--- src/rtl/mc_controller.sv ---
// ============================================================================
// mc_controller -- multi-cycle FETCH/DECODE/EXE/MEM/WB sequencer for the
//                  MIPS-subset datapath with a variable-latency memory port.
// Revision: 1.0
// ============================================================================
`default_nettype none

module mc_controller #(
  parameter int CNT_W = 32
) (
  input  logic             clk,
  input  logic             reset,
  input  logic [31:0]      instr,
  input  logic             zero,
  input  logic             mem_ready,
  output logic             mem_req,
  output logic             mem_is_data,
  output logic             dm_we,
  output logic             ir_we,
  output logic             pc_we,
  output logic [2:0]       npc_op,
  output logic [2:0]       alu_op,
  output logic [2:0]       ext_op,
  output logic [2:0]       ab_sel,
  output logic [2:0]       rw_sel,
  output logic             grf_we,
  output logic [4:0]       grf_addr,
  output logic [2:0]       state,
  output logic             retired,
  output logic [CNT_W-1:0] instr_count
);

  localparam logic [2:0] FETCH  = 3'b000;
  localparam logic [2:0] DECODE = 3'b001;
  localparam logic [2:0] EXE    = 3'b010;
  localparam logic [2:0] MEM    = 3'b011;
  localparam logic [2:0] WB     = 3'b100;

  localparam logic [5:0] OP_RTYPE = 6'b000000;
  localparam logic [5:0] OP_ORI   = 6'b001101;
  localparam logic [5:0] OP_LW    = 6'b100011;
  localparam logic [5:0] OP_SW    = 6'b101011;
  localparam logic [5:0] OP_BEQ   = 6'b000100;
  localparam logic [5:0] OP_LUI   = 6'b001111;
  localparam logic [5:0] OP_JAL   = 6'b000011;
  localparam logic [5:0] FN_ADD   = 6'b100000;
  localparam logic [5:0] FN_SUB   = 6'b100010;
  localparam logic [5:0] FN_JR    = 6'b001000;

  logic [2:0]       state_q, state_d;
  logic [CNT_W-1:0] instr_count_q, instr_count_d;

  logic [5:0] opcode, funct;
  logic       is_add, is_sub, is_jr, is_ori, is_lw, is_sw, is_beq, is_lui, is_jal;
  logic       is_valid;
  logic [2:0] dec_alu, dec_ext, dec_ab, dec_rw;
  logic [4:0] dec_dst;

  assign opcode = instr[31:26];
  assign funct  = instr[5:0];

  assign is_add = (opcode == OP_RTYPE) && (funct == FN_ADD);
  assign is_sub = (opcode == OP_RTYPE) && (funct == FN_SUB);
  assign is_jr  = (opcode == OP_RTYPE) && (funct == FN_JR);
  assign is_ori = (opcode == OP_ORI);
  assign is_lw  = (opcode == OP_LW);
  assign is_sw  = (opcode == OP_SW);
  assign is_beq = (opcode == OP_BEQ);
  assign is_lui = (opcode == OP_LUI);
  assign is_jal = (opcode == OP_JAL);

  // An all-zero word is a nop even though it shares the R-type opcode.
  assign is_valid = (|instr) && (is_add || is_sub || is_jr || is_ori || is_lw ||
                                 is_sw || is_beq || is_lui || is_jal);

  // Per-instruction selects, held constant from EXE through WB.
  always_comb begin
    dec_alu = 3'b000;
    dec_ext = 3'b000;
    dec_ab  = 3'b000;
    dec_rw  = 3'b000;
    dec_dst = 5'd0;
    if (is_sub || is_beq) dec_alu = 3'b001;
    if (is_ori)           dec_alu = 3'b011;
    if (is_ori)           dec_ext = 3'b001;
    if (is_lui)           dec_ext = 3'b010;
    if (is_ori || is_lw || is_sw || is_lui) dec_ab = 3'b001;
    if (is_lui)           dec_rw  = 3'b001;
    if (is_lw)            dec_rw  = 3'b010;
    if (is_jal)           dec_rw  = 3'b011;
    if (is_add || is_sub)                dec_dst = instr[15:11];
    if (is_lw || is_lui || is_ori)       dec_dst = instr[20:16];
    if (is_jal)                          dec_dst = 5'd31;
  end

  always_comb begin
    state_d     = state_q;
    mem_req     = 1'b0;
    mem_is_data = 1'b0;
    dm_we       = 1'b0;
    ir_we       = 1'b0;
    pc_we       = 1'b0;
    npc_op      = 3'b000;
    alu_op      = 3'b000;
    ext_op      = 3'b000;
    ab_sel      = 3'b000;
    rw_sel      = 3'b000;
    grf_we      = 1'b0;
    grf_addr    = 5'd0;
    retired     = 1'b0;

    if (state_q == EXE || state_q == MEM || state_q == WB) begin
      alu_op   = dec_alu;
      ext_op   = dec_ext;
      ab_sel   = dec_ab;
      rw_sel   = dec_rw;
      grf_addr = dec_dst;
    end

    case (state_q)
      FETCH: begin
        mem_req = 1'b1;
        if (mem_ready) begin
          ir_we   = 1'b1;
          pc_we   = 1'b1;
          state_d = DECODE;
        end
      end
      DECODE: begin
        if (!is_valid) begin
          retired = 1'b1;
          state_d = FETCH;
        end else begin
          state_d = EXE;
        end
      end
      EXE: begin
        if (is_beq) begin
          npc_op  = 3'b001;
          pc_we   = zero;
          retired = 1'b1;
          state_d = FETCH;
        end else if (is_jal) begin
          npc_op  = 3'b010;
          pc_we   = 1'b1;
          grf_we  = 1'b1;
          retired = 1'b1;
          state_d = FETCH;
        end else if (is_jr) begin
          npc_op  = 3'b011;
          pc_we   = 1'b1;
          retired = 1'b1;
          state_d = FETCH;
        end else if (is_lw || is_sw) begin
          state_d = MEM;
        end else begin
          state_d = WB;
        end
      end
      MEM: begin
        mem_req     = 1'b1;
        mem_is_data = 1'b1;
        dm_we       = is_sw;
        if (mem_ready) begin
          if (is_lw) begin
            state_d = WB;
          end else begin
            retired = 1'b1;
            state_d = FETCH;
          end
        end
      end
      WB: begin
        grf_we  = 1'b1;
        retired = 1'b1;
        state_d = FETCH;
      end
      default: state_d = FETCH;
    endcase

    // Reset suppresses every side effect in the same cycle, abandoning any access.
    if (reset) begin
      mem_req     = 1'b0;
      mem_is_data = 1'b0;
      dm_we       = 1'b0;
      ir_we       = 1'b0;
      pc_we       = 1'b0;
      npc_op      = 3'b000;
      alu_op      = 3'b000;
      ext_op      = 3'b000;
      ab_sel      = 3'b000;
      rw_sel      = 3'b000;
      grf_we      = 1'b0;
      grf_addr    = 5'd0;
      retired     = 1'b0;
    end
  end

  assign instr_count_d = instr_count_q + CNT_W'(retired);

  always_ff @(posedge clk) begin
    if (reset) begin
      state_q       <= FETCH;
      instr_count_q <= '0;
    end else begin
      state_q       <= state_d;
      instr_count_q <= instr_count_d;
    end
  end

  assign state       = state_q;
  assign instr_count = instr_count_q;

endmodule

`default_nettype wire

--- config.mk ---
export PLATFORM = sky130hd
export DESIGN_NAME = mc_controller
export DESIGN_NICKNAME = d
export VERILOG_FILES = /design/src/rtl/mc_controller.sv
export SDC_FILE = /design/constraint.sdc
export NUM_CORES = 1
export LEC_CHECK = 0
export ABC_AREA = 1
export BUFFER_PORTS_ARGS = -buffer_cell sky130_fd_sc_hd__buf_2
export CORE_MARGIN = 2
export CORE_UTILIZATION = 49
export CTS_BUF_LIST = sky130_fd_sc_hd__clkbuf_4
export DETAILED_ROUTE_END_ITERATION = 7
export GPL_ROUTABILITY_DRIVEN = 0
export PLACE_DENSITY = 0.9
export SETUP_SLACK_MARGIN = 0.1
export SLEW_MARGIN = 20
export SYNTH_ARGS = -nofsm -noshare
export SYNTH_HDL_FRONTEND = slang
export SYNTH_SLANG_ARGS = --single-unit
--- constraint.sdc ---
create_clock -name clk -period 3.5 [get_ports clk]
set_input_delay 0.525 -clock clk [delete_from_list [all_inputs] [get_ports clk]]
set_output_delay 0.525 -clock clk [all_outputs]
set_load 0.05 [all_outputs]
==> metrics.md, run 1 <==
| Metric | Value |
|---|---|
| CTS tree | yes |
| Num CTS Buffers | 5 |
| Register area share after synthesis | 0.2974 |
| DR iter-0 viols | 140 |
| P per Cell Area | 245.9 nW/um^2 |
| Worst endpoint data arrival time | 2.95 ns |
| Die Ht | 73.34 um |
| Status | finished, final reports clean |
| Yosys warns | 0 |
| Hpwl dp | 4917 um |
| Leading area contributor after synthesis | dfxtp_1 |
| Finished Cell Area | 2844 sq um |
| Avg Cell Area, Syn | 6.216 sq um |
| Final wirelength | 6109 um |
| Seq cells post-synth | 35 |
| # fillers | 446 |
| Share of layout cells above drive strength 1 | 0.2397 |
| Reg2Reg Depth | 18 |
| Synth Area in Simple Gates | 0.4413 |
| Core Region | 4692 sq um |
| Worst EP required | 3.75 ns |
| Postcts setup bufs | 0 |
| Main combinational cell family by area after synthesis | simple AND/OR/NAND/NOR gates |
| Setup TNS Final | 0 ns |
| Crit Path Max Fanout | 6 |
| Clk sinks | 35 |
| DRT antenna net count | 0 |
| Vias per Instance | 5.304 |
| Distinct cells, synth | 36 |
| Grt total ovfl | 0 |
| Layout net count | 501 |
| Io pins | 98 |
| WL per Instance | 11.82 um |
| Post-synth EDFFs | 0 |
| Worst r2r dst | instr_count[20]$_SDFF_PP0_ |
| Hold Vio Cnt, Final | 0 |
| Clk pin slew, worst setup/hold paths | 0.10 ns |
| CP Class | primary input to flop |
| Initial antenna violation count | 0 |
| DRC errors left | 0 |
| Total Routing Usage GR | 0.2407 |
| Leak | 0.001414 uW |
| Syn Std Cell Area | 2356 sq um |
| First-pass GRT wire length | 10310 um |
| Crit path capture type | flop |
| CTS Hold Bufs | 0 |
| Critical Path Start Type | primary input |
| R2R setup slack | 0.93 ns |
| Max_cap viols | 0 |
| Reg2reg start | state[2]$_SDFFE_PP0P_ |
| Maximum VDD drop | 0.1120 mV |
| Post-cts sizing count | 0 |
| Most used flip-flop cell after synthesis | dfxtp_1 |
| Port bufs | 81 |
| Fin crit period | 2.697 ns |
| Post-Synth XOR/XNOR Area | 0.02602 |
| Initial core utilization | 0.5021 |
| RSZ-0062 raised after global routing | no |
| Syn Inst Count | 379 |
| Worst-skew pair later-pin latency | 0.35 ns |
| Synth Area in Compound Gates | 0.1168 |
| CTS root buf | clkbuf_4 |
| H-tree levels | 2 |
| Largest net degree at the start of global routing | 30 |
| Top cells by area, synth | dfxtp_1 30%, nand2_1 15%, nor2_1 9.4%, inv_1 7.3%, a21oi_1 7.0% |
| Vias in the first global route | 2570 |
| Hold Path Sink | instr_count[31]$_SDFF_PP0_ |
| Routed vias | 2742 |
| Final setup viols | 0 |
| Die Footprint | 5379 sq um |
| Worst hold path depth | 2 |
| Fraction of registers with async set/reset | 0 |
| First drt pass iteration count | 4 |
| Hold crit path type | flop to flop |
| Final worst path period share | 0.7706 |
| Count of pins over their slew limit | 0 |
| Placed Area | 2798 sq um |
| Area grow syn2layout | 20.71% |
| Max Clock Freq | 0.3708 GHz |
| Site Rows | 25 |
| Clock buffer depth | 2 |
| Adder-Cell Fraction of Synth Area | 0.01062 |
| Antenna cells | 0 |
| Area share of the largest cell type after synthesis | 0.2974 |
| DIE WIDTH | 73.34 um |
| WHS | 0.4761 ns |
| Max Clock Skew | 0.008592 ns |
| Min-delay src | instr_count[31]$_SDFF_PP0_ |
| Multiplexer area fraction after synthesis | 0 |
-- how the worst max path moves through the flow --
stage / slack [ns] / to / start / cells after the start
floorplan: 0.33 / rw_sel[0] / state[2]$_SDFFE_PP0P_ / 8
global placement: 0.56 / instr_count[20]$_SDFF_PP0_ / instr[30] / 17
detailed placement: 0.48 / instr_count[20]$_SDFF_PP0_ / instr[30] / 17
CTS: 0.83 / instr_count[20]$_SDFF_PP0_ / instr[30] / 17
global route: 0.56 / instr_count[20]$_SDFF_PP0_ / instr[27] / 18
finish: 0.80 / instr_count[20]$_SDFF_PP0_ / instr[30] / 17
-- critical path: stages --
cell and delay (ns):
buf_2 0.10, nor2_1 0.30, nand3_1 0.25, nand3_1 0.18, a21oi_1 0.09, a21oi_2 0.16, ha_1 0.21, ha_1 0.18
nand2_1 0.06, inv_1 0.13, nand3_2 0.15, nor2_4 0.17, nand2_2 0.11, nor3_2 0.14, nand2_1 0.07, nand2_1 0.07
nor2_1 0.04
-- logic make-up after synthesis --
group / count (synthesis)
and+or+nand+nor: 224
buffers and inverters: 60
AOI/OAI and AO/OA: 50
DFF: 35
xor gates and xnor gates: 7
adders and majority gates: 2
other: 1
-- registers in the layout, indices dropped and copies added, names as in the netlist --
name / count
state: 3
instr_count: 32
-- cells in the final DEF (no fill, tap or decap), drive strengths merged --
cell / Yosys / layout
a211oi: 1 / 1
a21boi: 1 / 1
a21oi: 34 / 34
and3: 1 / 1
buf: 7 / 82
clkbuf: 3 / 5
clkinv: 2 / 4
conb: 1 / 6
dfxtp: 35 / 35
ha: 2 / 2
inv: 48 / 48
nand2: 95 / 95
nand3: 26 / 26
nand3b: 8 / 8
nand4: 11 / 11
nor2: 64 / 64
nor3: 13 / 13
nor4: 1 / 1
o211ai: 1 / 1
o21a: 3 / 3
o21ai: 9 / 9
o21bai: 1 / 1
or2: 5 / 5
xor2: 7 / 7
-- cell usage after synthesis (4+ instances only) --
library cell and count:
nand2_1 92, nor2_1 59, inv_1 46, dfxtp_1 35, a21oi_1 33, nand3_1 22
nand4_1 11, nor3_1 9, o21ai_0 9, nand3b_1 8, xor2_1 7, buf_4 6
nand3_2 4, nor3_2 4
-- report_power, final --
group          total (uW)  switching, uW  internal, uW  leakage (uW)
combinational        96.3           71.2          25.1       0.00110
sequential            403           2.34           400      0.000282
clock                 200            129          71.0     0.0000285
-- final cells by class --
type	count	area (sq um)	area share
tap	54	67.56	0.02376
clock inverter	2	8.758	0.003080
inverter	50	188.9	0.06643
sequential	35	700.7	0.2464
clock buffer	5	37.54	0.01320
multi-input combinational	289	1428	0.5020
timing repair buffer	82	412.9	0.1452
-- per-layer routing --
layer	share of wire	vias up	GRT usage
met2	0.50	133	0.4324
met3	0.078	21	0.04527
met4	0.032	0	0.1414
li1	-	1382	-
met1	0.39	1206	0.2609
met5	0	-	0
-- metrics by stage --
step | setup slack [ns] | utilization | instances | power, uW
after floorplan | 0.3286 | - | 384 | 483.1
after global placement | 0.5575 | 0.5963 | 510 | 506.1
after detailed placement | 0.4776 | 0.5963 | 510 | 507.7
after CTS | 0.8308 | 0.6061 | 517 | 705.7
after global routing | 0.5574 | 0.6061 | 517 | 728.9
final | 0.8030 | 0.6061 | 517 | 699.3
Note: power is estimated with default switching activity, not from simulation.
==> inputs of run 2 (changes only) <==
Settings changed: CORE_UTILIZATION 49 to 45, PLACE_DENSITY 0.9 to 0.88.
Clock period 3.5 ns to 2.48 ns, I/O delays scaled along.
==> metrics.md, run 2 (synthesis gave the netlist of run 1 again) <==
| Metric | Value |
|---|---|
| Area grow syn2layout | 40.68% (was 20.71%) |
| Site Rows | 26 (was 25) |
| GR Layer Usage met2 | 0.4257 (was 0.4324) |
| GRT Max-Usage Layer | met2 (unchanged) |
| Hold Vio Cnt, Final | 0 (unchanged) |
| R2R setup slack | 0.22 ns (was 0.93 ns) |
| Max_cap viols | 0 (unchanged) |
| Crit Path Max Fanout | 6 (unchanged) |
| Worst r2r dst | instr_count[24]$_SDFF_PP0_ (was instr_count[20]$_SDFF_PP0_) |
| Setup ws final | 0.1075 ns (was 0.8030 ns) |
| Routed vias | 2829 (was 2742) |
| Worst-skew pair later-pin latency | 0.34 ns (was 0.35 ns) |
| Final worst path period share | 0.9566 |
| Min-delay src | reset (was instr_count[31]$_SDFF_PP0_) |
| Setup slack after placement | -0.1194 ns (was 0.4776 ns) |
| Io pins | 98 (unchanged) |
| Antenna cells | 0 (unchanged) |
| Hold Path Sink | instr_count[0]$_SDFF_PP0_ (was instr_count[31]$_SDFF_PP0_) |
| Most frequent cells in the layout | 85 x nand2_1, 76 x buf_2, 48 x nor2_1, 41 x inv_1, 32 x dfxtp_1 (was 92 x nand2_1, 81 x buf_2, 59 x nor2_1, 46 x inv_1, 35 x dfxtp_1) |
| GR Util met1 | 0.2781 (was 0.2609) |
| Die Ht | 76.36 um (was 73.34 um) |
| CP Class | flop to output pin (was primary input to flop) |
| CTS tree | yes (unchanged) |
| Hpwl dp | 5434 um (was 4917 um) |
| Count of pins over their slew limit | 0 (unchanged) |
| Final setup viols | 0 (unchanged) |
| Port bufs | 81 (unchanged) |
| First drt pass iteration count | 5 (was 4) |
| Initial antenna violation count | 0 (unchanged) |
| P per Cell Area | 319.4 nW/um^2 (was 245.9 nW/um^2) |
| Vias in the first global route | 2696 (was 2570) |
| Num CTS Buffers | 5 (unchanged) |
| Crit path capture type | output pin (was flop) |
| Leak | 0.001614 uW (was 0.001414 uW) |
| Maximum VDD drop | 0.2661 mV (was 0.1120 mV) |
| # fillers | 446 (unchanged) |
| Max reg flops | 32 (unchanged) |
| Share of layout cells above drive strength 1 | 0.3598 (was 0.2397) |
| DRC errors left | 0 (unchanged) |
| Layout net count | 529 (was 501) |
| DR iter-0 viols | 231 (was 140) |
| Critical Path Start Type | flop (was primary input) |
| Total Routing Usage GR | 0.2346 (was 0.2407) |
| DRT antenna net count | 0 (unchanged) |
| Clk pin slew, worst setup/hold paths | 0.10 ns (about the same) |
| Most common cell after layout, fill and taps aside | nand2_1 (unchanged) |
| Worst hold path depth | 2 (unchanged) |
| CTS root buf | clkbuf_4 (unchanged) |
| Reg2reg start | state[2]$_SDFFE_PP0P_ (unchanged) |
| Clk sinks | 35 (unchanged) |
| Setup TNS Final | 0 ns (unchanged) |
| WL per Instance | 12.42 um (was 11.82 um) |
| Hold crit path type | primary input to flop (was flop to flop) |
| DIE WIDTH | 76.36 um (was 73.34 um) |
| Clock buffer depth | 2 (unchanged) |
| Core Region | 5075 sq um (was 4692 sq um) |
| Fin crit period | 2.372 ns |
| H-tree levels | 2 (unchanged) |
| Worst EP required | 2.11 ns (was 3.75 ns) |
| Grt total ovfl | 0 (unchanged) |
| Max Clock Freq | 0.4215 GHz |
| Met3 Use GR | 0.04147 (was 0.04527) |
| Max Clock Skew | 0.007822 ns (was 0.008592 ns) |
| Largest net degree at the start of global routing | 25 (was 30) |
| Power Total | 1059 uW (was 699.3 uW) |
| Final wirelength | 6978 um (was 6109 um) |
| First-pass GRT wire length | 11440 um (was 10310 um) |
| Status | finished, final reports clean (unchanged) |
| Worst endpoint data arrival time | 2.00 ns (was 2.95 ns) |
| Die Footprint | 5830 sq um (was 5379 sq um) |
| Initial core utilization | 0.4643 (was 0.5021) |
| Vias per Instance | 5.034 (was 5.304) |
| Reg2Reg Depth | 17 (was 18) |
| WHS | 0.3178 ns (was 0.4761 ns) |
run 2: cell count changes in the layout (fill, tap and decap cells not counted), sizes merged:
| cell | before | now |
|---|---|---|
| clkinv | 4 | 3 |
| clkbuf | 5 | 9 |
| buf | 82 | 108 |
run 2: worst max path at each step:
stage	startpoint	to	slack, ns	cells after the start
floorplan	instr[28]	instr_count[20]$_SDFF_PP0_	-0.13	18
global placement	instr[27]	instr_count[20]$_SDFF_PP0_	-0.05	19
detailed placement	instr[29]	instr_count[20]$_SDFF_PP0_	-0.12	20
CTS	state[0]$_SDFFE_PP0P_	alu_op[1]	0.11	9
global route	state[1]$_SDFFE_PP0P_	ext_op[1]	-0.02	9
finish	state[1]$_SDFFE_PP0P_	ext_op[1]	0.11	9
run 2: report_power, final:
| group | total, uW | switching [uW] | internal [uW] |
|---|---|---|---|
| Clock | 327 | 194 | 132 |
| Combinational | 164 | 115 | 49.5 |
| Sequential | 567 | 4.10 | 563 |
run 2: cell type report:
| type | instances | area (sq um) | share of cell area |
|---|---|---|---|
| sequential | 35 | 711.9 | 0.2148 |
| tap | 70 | 87.58 | 0.02643 |
| timing repair buffer | 110 | 655.6 | 0.1978 |
| clock buffer | 7 | 52.55 | 0.01586 |
| inverter | 50 | 191.4 | 0.05776 |
| multi-input combinational | 289 | 1610 | 0.4858 |
| clock inverter | 1 | 5.005 | 0.001510 |
run 2: critical path: stages (launching register included):
cell	delay [ns]
dfxtp_4	0.39
nor2_2	0.09
inv_2	0.05
nor2_2	0.14
nand2_1	0.11
nand2_2	0.13
inv_2	0.08
or2_4	0.26
nor2_1	0.15
clkbuf_4	0.27
run 2: metrics by stage:
stage	util	area, sq um	cells
floorplan	-	2512	384
global placement	0.6097	3094	545
detailed placement	0.6097	3094	545
CTS	0.6230	3162	553
global route	0.6531	3314	562
finish	0.6531	3314	562
run 2: metal layers:
layer	routed length [um]	share of wire	up-vias
li1	-	-	1436
met1	3037	0.44	1272
met2	3417	0.49	108
met3	371	0.053	13
met4	153	0.022	0
met5	0	0	-
run 2: what timing repair did:
item,4_1_cts,5_1_grt
setup buffers,0,9
gates resized for setup,3,24
setup endpoints to repair,3,21
pin swaps,0,11
hold buffers,0,0
==> inputs of run 3 (changes only) <==
Settings changed: CELL_PAD_IN_SITES_DETAIL_PLACEMENT set to 1, CELL_PAD_IN_SITES_GLOBAL_PLACEMENT set to 2, CORE_UTILIZATION 45 to 22, PLACE_DENSITY 0.88 to 0.87, SKIP_CTS_REPAIR_TIMING set to 1.
==> metrics.md, run 3 (synthesis gave the netlist of run 1 again) <==
| Metric | Value |
|---|---|
| Status | finished, final reports clean (unchanged) |
| Worst endpoint data arrival time | 1.87 ns (was 2.00 ns) |
| Multi-input gate area | 1618 sq um (was 1610 sq um) |
| # fillers | 1352 (was 446) |
| CP max-delay cell | dfxtp_4 (unchanged) |
| Core Util, Final | 0.3302 (was 0.6531) |
| DRT antenna net count | 0 (unchanged) |
| Largest net degree at the start of global routing | 29 (was 25) |
| Die Ht | 107.5 um (was 76.36 um) |
| WL per Instance | 13.28 um (was 12.42 um) |
| Maximum VDD drop | 0.1188 mV (was 0.2661 mV) |
| Initial antenna violation count | 0 (unchanged) |
| Crit Path Max Fanout | 6 (unchanged) |
| Most frequent cells in the layout | 86 x nand2_1, 76 x buf_2, 48 x nor2_1, 41 x inv_1, 34 x buf_4 (was 85 x nand2_1, 76 x buf_2, 48 x nor2_1, 41 x inv_1, 32 x dfxtp_1) |
| Core Region | 10370 sq um (was 5075 sq um) |
| WHS | 0.3514 ns (was 0.3178 ns) |
| Reg area | 711.9 sq um (unchanged) |
| Max_cap viols | 0 (unchanged) |
| Die Footprint | 11550 sq um (was 5830 sq um) |
| R2R setup slack | 0.25 ns (was 0.22 ns) |
| Leak | 0.001605 uW (was 0.001614 uW) |
| Max Clock Freq | 0.4470 GHz (was 0.4215 GHz) |
| Routed vias | 2848 (was 2829) |
| Fin crit period | 2.237 ns (was 2.372 ns) |
| Cell Chain, Critical Path | inv_4, buf_4, nor2_4, nand2_1, nand2_2, inv_2, or2_4, o21ai_1, buf_6 (was nor2_2, inv_2, nor2_2, nand2_1, nand2_2, inv_2, or2_4, nor2_1, clkbuf_4) |
| CP Class | flop to output pin (unchanged) |
| Max reg flops | 32 (unchanged) |
| Clock buffer depth | 2 (unchanged) |
| Antenna cells | 0 (unchanged) |
| Site Rows | 37 (was 26) |
| Worst EP required | 2.11 ns (about the same) |
| GRT Max-Usage Layer | met2 (unchanged) |
| Reg2Reg Depth | 14 (was 17) |
| Worst-skew pair later-pin latency | 0.34 ns (about the same) |
| Max Clock Skew | 0.01017 ns (was 0.007822 ns) |
| Finished Cell Area | 3425 sq um (was 3314 sq um) |
| Hpwl dp | 6943 um (was 5434 um) |
| Reg2reg start | state[0]$_SDFFE_PP0P_ (was state[2]$_SDFFE_PP0P_) |
| First-pass GRT wire length | 13380 um (was 11440 um) |
| H-tree levels | 2 (unchanged) |
| Clock group share of total power | 0.298 (was 0.309) |
| Layout net count | 533 (was 529) |
| Sw Pwr | 321.5 uW (was 313.3 uW) |
| Grt total ovfl | 0 (unchanged) |
| Crit path from | state[2]$_SDFFE_PP0P_ (was state[1]$_SDFFE_PP0P_) |
| Combinational share of power | 0.163 (was 0.155) |
| Crit path capture type | output pin (unchanged) |
| Worst setup path endpoint | alu_op[0] (was ext_op[1]) |
| Final non-filler cell total | 632 (was 562) |
| GR Util met1 | 0.1856 (was 0.2781) |
| RSZ-0062 raised after global routing | no |
| Sw frac | 0.3058 (was 0.2960) |
| Total Routing Usage GR | 0.1435 (was 0.2346) |
| Critical Path Start Type | flop (unchanged) |
| Num CTS Buffers | 5 (unchanged) |
| Final wirelength | 8393 um (was 6978 um) |
| Hold crit path type | primary input to flop (unchanged) |
| Vias in the first global route | 2790 (was 2696) |
| P per Cell Area | 307.1 nW/um^2 (was 319.4 nW/um^2) |
| Initial core utilization | 0.2272 (was 0.4643) |
| Io pins | 98 (unchanged) |
| DIE WIDTH | 107.5 um (was 76.36 um) |
| DRC errors left | 0 (unchanged) |
| Clk pin slew, worst setup/hold paths | 0.11 ns (was 0.10 ns) |
| Share of layout cells above drive strength 1 | 0.3609 (was 0.3598) |
| Final worst path period share | 0.9022 (was 0.9566) |
| Placed Cells | 616 (was 545) |
| Vias per Instance | 4.506 (was 5.034) |
| Final setup viols | 0 (unchanged) |
| Clk sinks | 35 (unchanged) |
| First drt pass iteration count | 4 (was 5) |
| Flop pwr share | 0.539 (was 0.536) |
| Count of pins over their slew limit | 0 (unchanged) |
| Power Internal | 730.0 uW (was 745.2 uW) |
| Met3 Use GR | 0.01998 (was 0.04147) |
| DR iter-0 viols | 91 (was 231) |
| Hold Vio Cnt, Final | 0 (unchanged) |
| Area grow syn2layout | 45.35% (was 40.68%) |
| GR Layer Usage met2 | 0.2534 (was 0.4257) |
| Slowest stage delay, CP | 0.40 ns (was 0.39 ns) |
| Placed Area | 3214 sq um (was 3094 sq um) |
| Most common cell after layout, fill and taps aside | nand2_1 (unchanged) |
| Port bufs | 81 (unchanged) |
| Worst r2r dst | instr_count[24]$_SDFF_PP0_ (unchanged) |
| CTS root buf | clkbuf_4 (unchanged) |
| CTS tree | yes (unchanged) |
==> run 3: cell count changes in the layout (fill, tap and decap cells not counted), moves of 2 or more <==
| cell | delta |
|---|---|
| buf_4 | +5 |
| nor2_4 | +2 |
| nor2_2 | -2 |
| clkinv_1 | +2 |
| clkbuf_4 | -3 |
| buf_6 | +2 |
==> run 3: power by group through the flow <==
stage	sequential, uW	combinational, uW	clock [uW]
global route	567	185	344
global placement	580	157	0
floorplan	592	95.3	0
CTS	568	162	324
finish	567	172	313
detailed placement	580	162	0
==> run 3: metal layers <==
metal | routed length [um] | vias to the layer above | part of all wire
li1 | - | 1439 | -
met1 | 3845 | 1370 | 0.46
met2 | 4266 | 35 | 0.51
met3 | 226 | 4 | 0.027
met4 | 55 | 0 | 0.0066
met5 | 0 | - | 0
==> run 3: final cells by class <==
| class | count | share of cell area |
|---|---|---|
| Sequential cell | 35 | 0.2079 |
| Multi-Input combinational cell | 289 | 0.4724 |
| Clock buffer | 6 | 0.01315 |
| Tap cell | 136 | 0.04969 |
| Timing Repair Buffer | 114 | 0.1988 |
| Inverter | 50 | 0.05590 |
| Clock inverter | 2 | 0.002192 |
==> run 3: per-stage QoR <==
step | power, uW | setup TNS, ns | setup WS (ns)
2_1_floorplan | 686.9 | -0.3213 | -0.1299
3_3_place_gp | 737.3 | -0.1108 | -0.06384
3_5_place_dp | 742.1 | -0.9989 | -0.1309
4_1_cts | 1054 | 0 | 0.08042
5_1_grt | 1096 | 0 | 0.09695
6_report | 1052 | 0 | 0.2427
==> run 3: worst min-delay path by stage <==
stage               depth (start not counted)  slack, ns                          to                       start
CTS                                         4       0.33       state[1]$_SDFFE_PP0P_                   mem_ready
detailed placement                          2       0.48  instr_count[31]$_SDFF_PP0_  instr_count[31]$_SDFF_PP0_
global placement                            2       0.45  instr_count[31]$_SDFF_PP0_  instr_count[31]$_SDFF_PP0_
global route                                4       0.37       state[1]$_SDFFE_PP0P_                   mem_ready
floorplan                                   3       0.54       state[2]$_SDFFE_PP0P_                   instr[29]
finish                                      4       0.35       state[1]$_SDFFE_PP0P_                   mem_ready
==> run 3: worst max-delay path: cells and delay by family, from the launching register on <==
| kind | cells | cell delay, ns |
|---|---|---|
| buf+inv | 4 | 0.44 |
| compound gates | 1 | 0.16 |
| simple gates | 4 | 0.53 |
| flops | 1 | 0.40 |
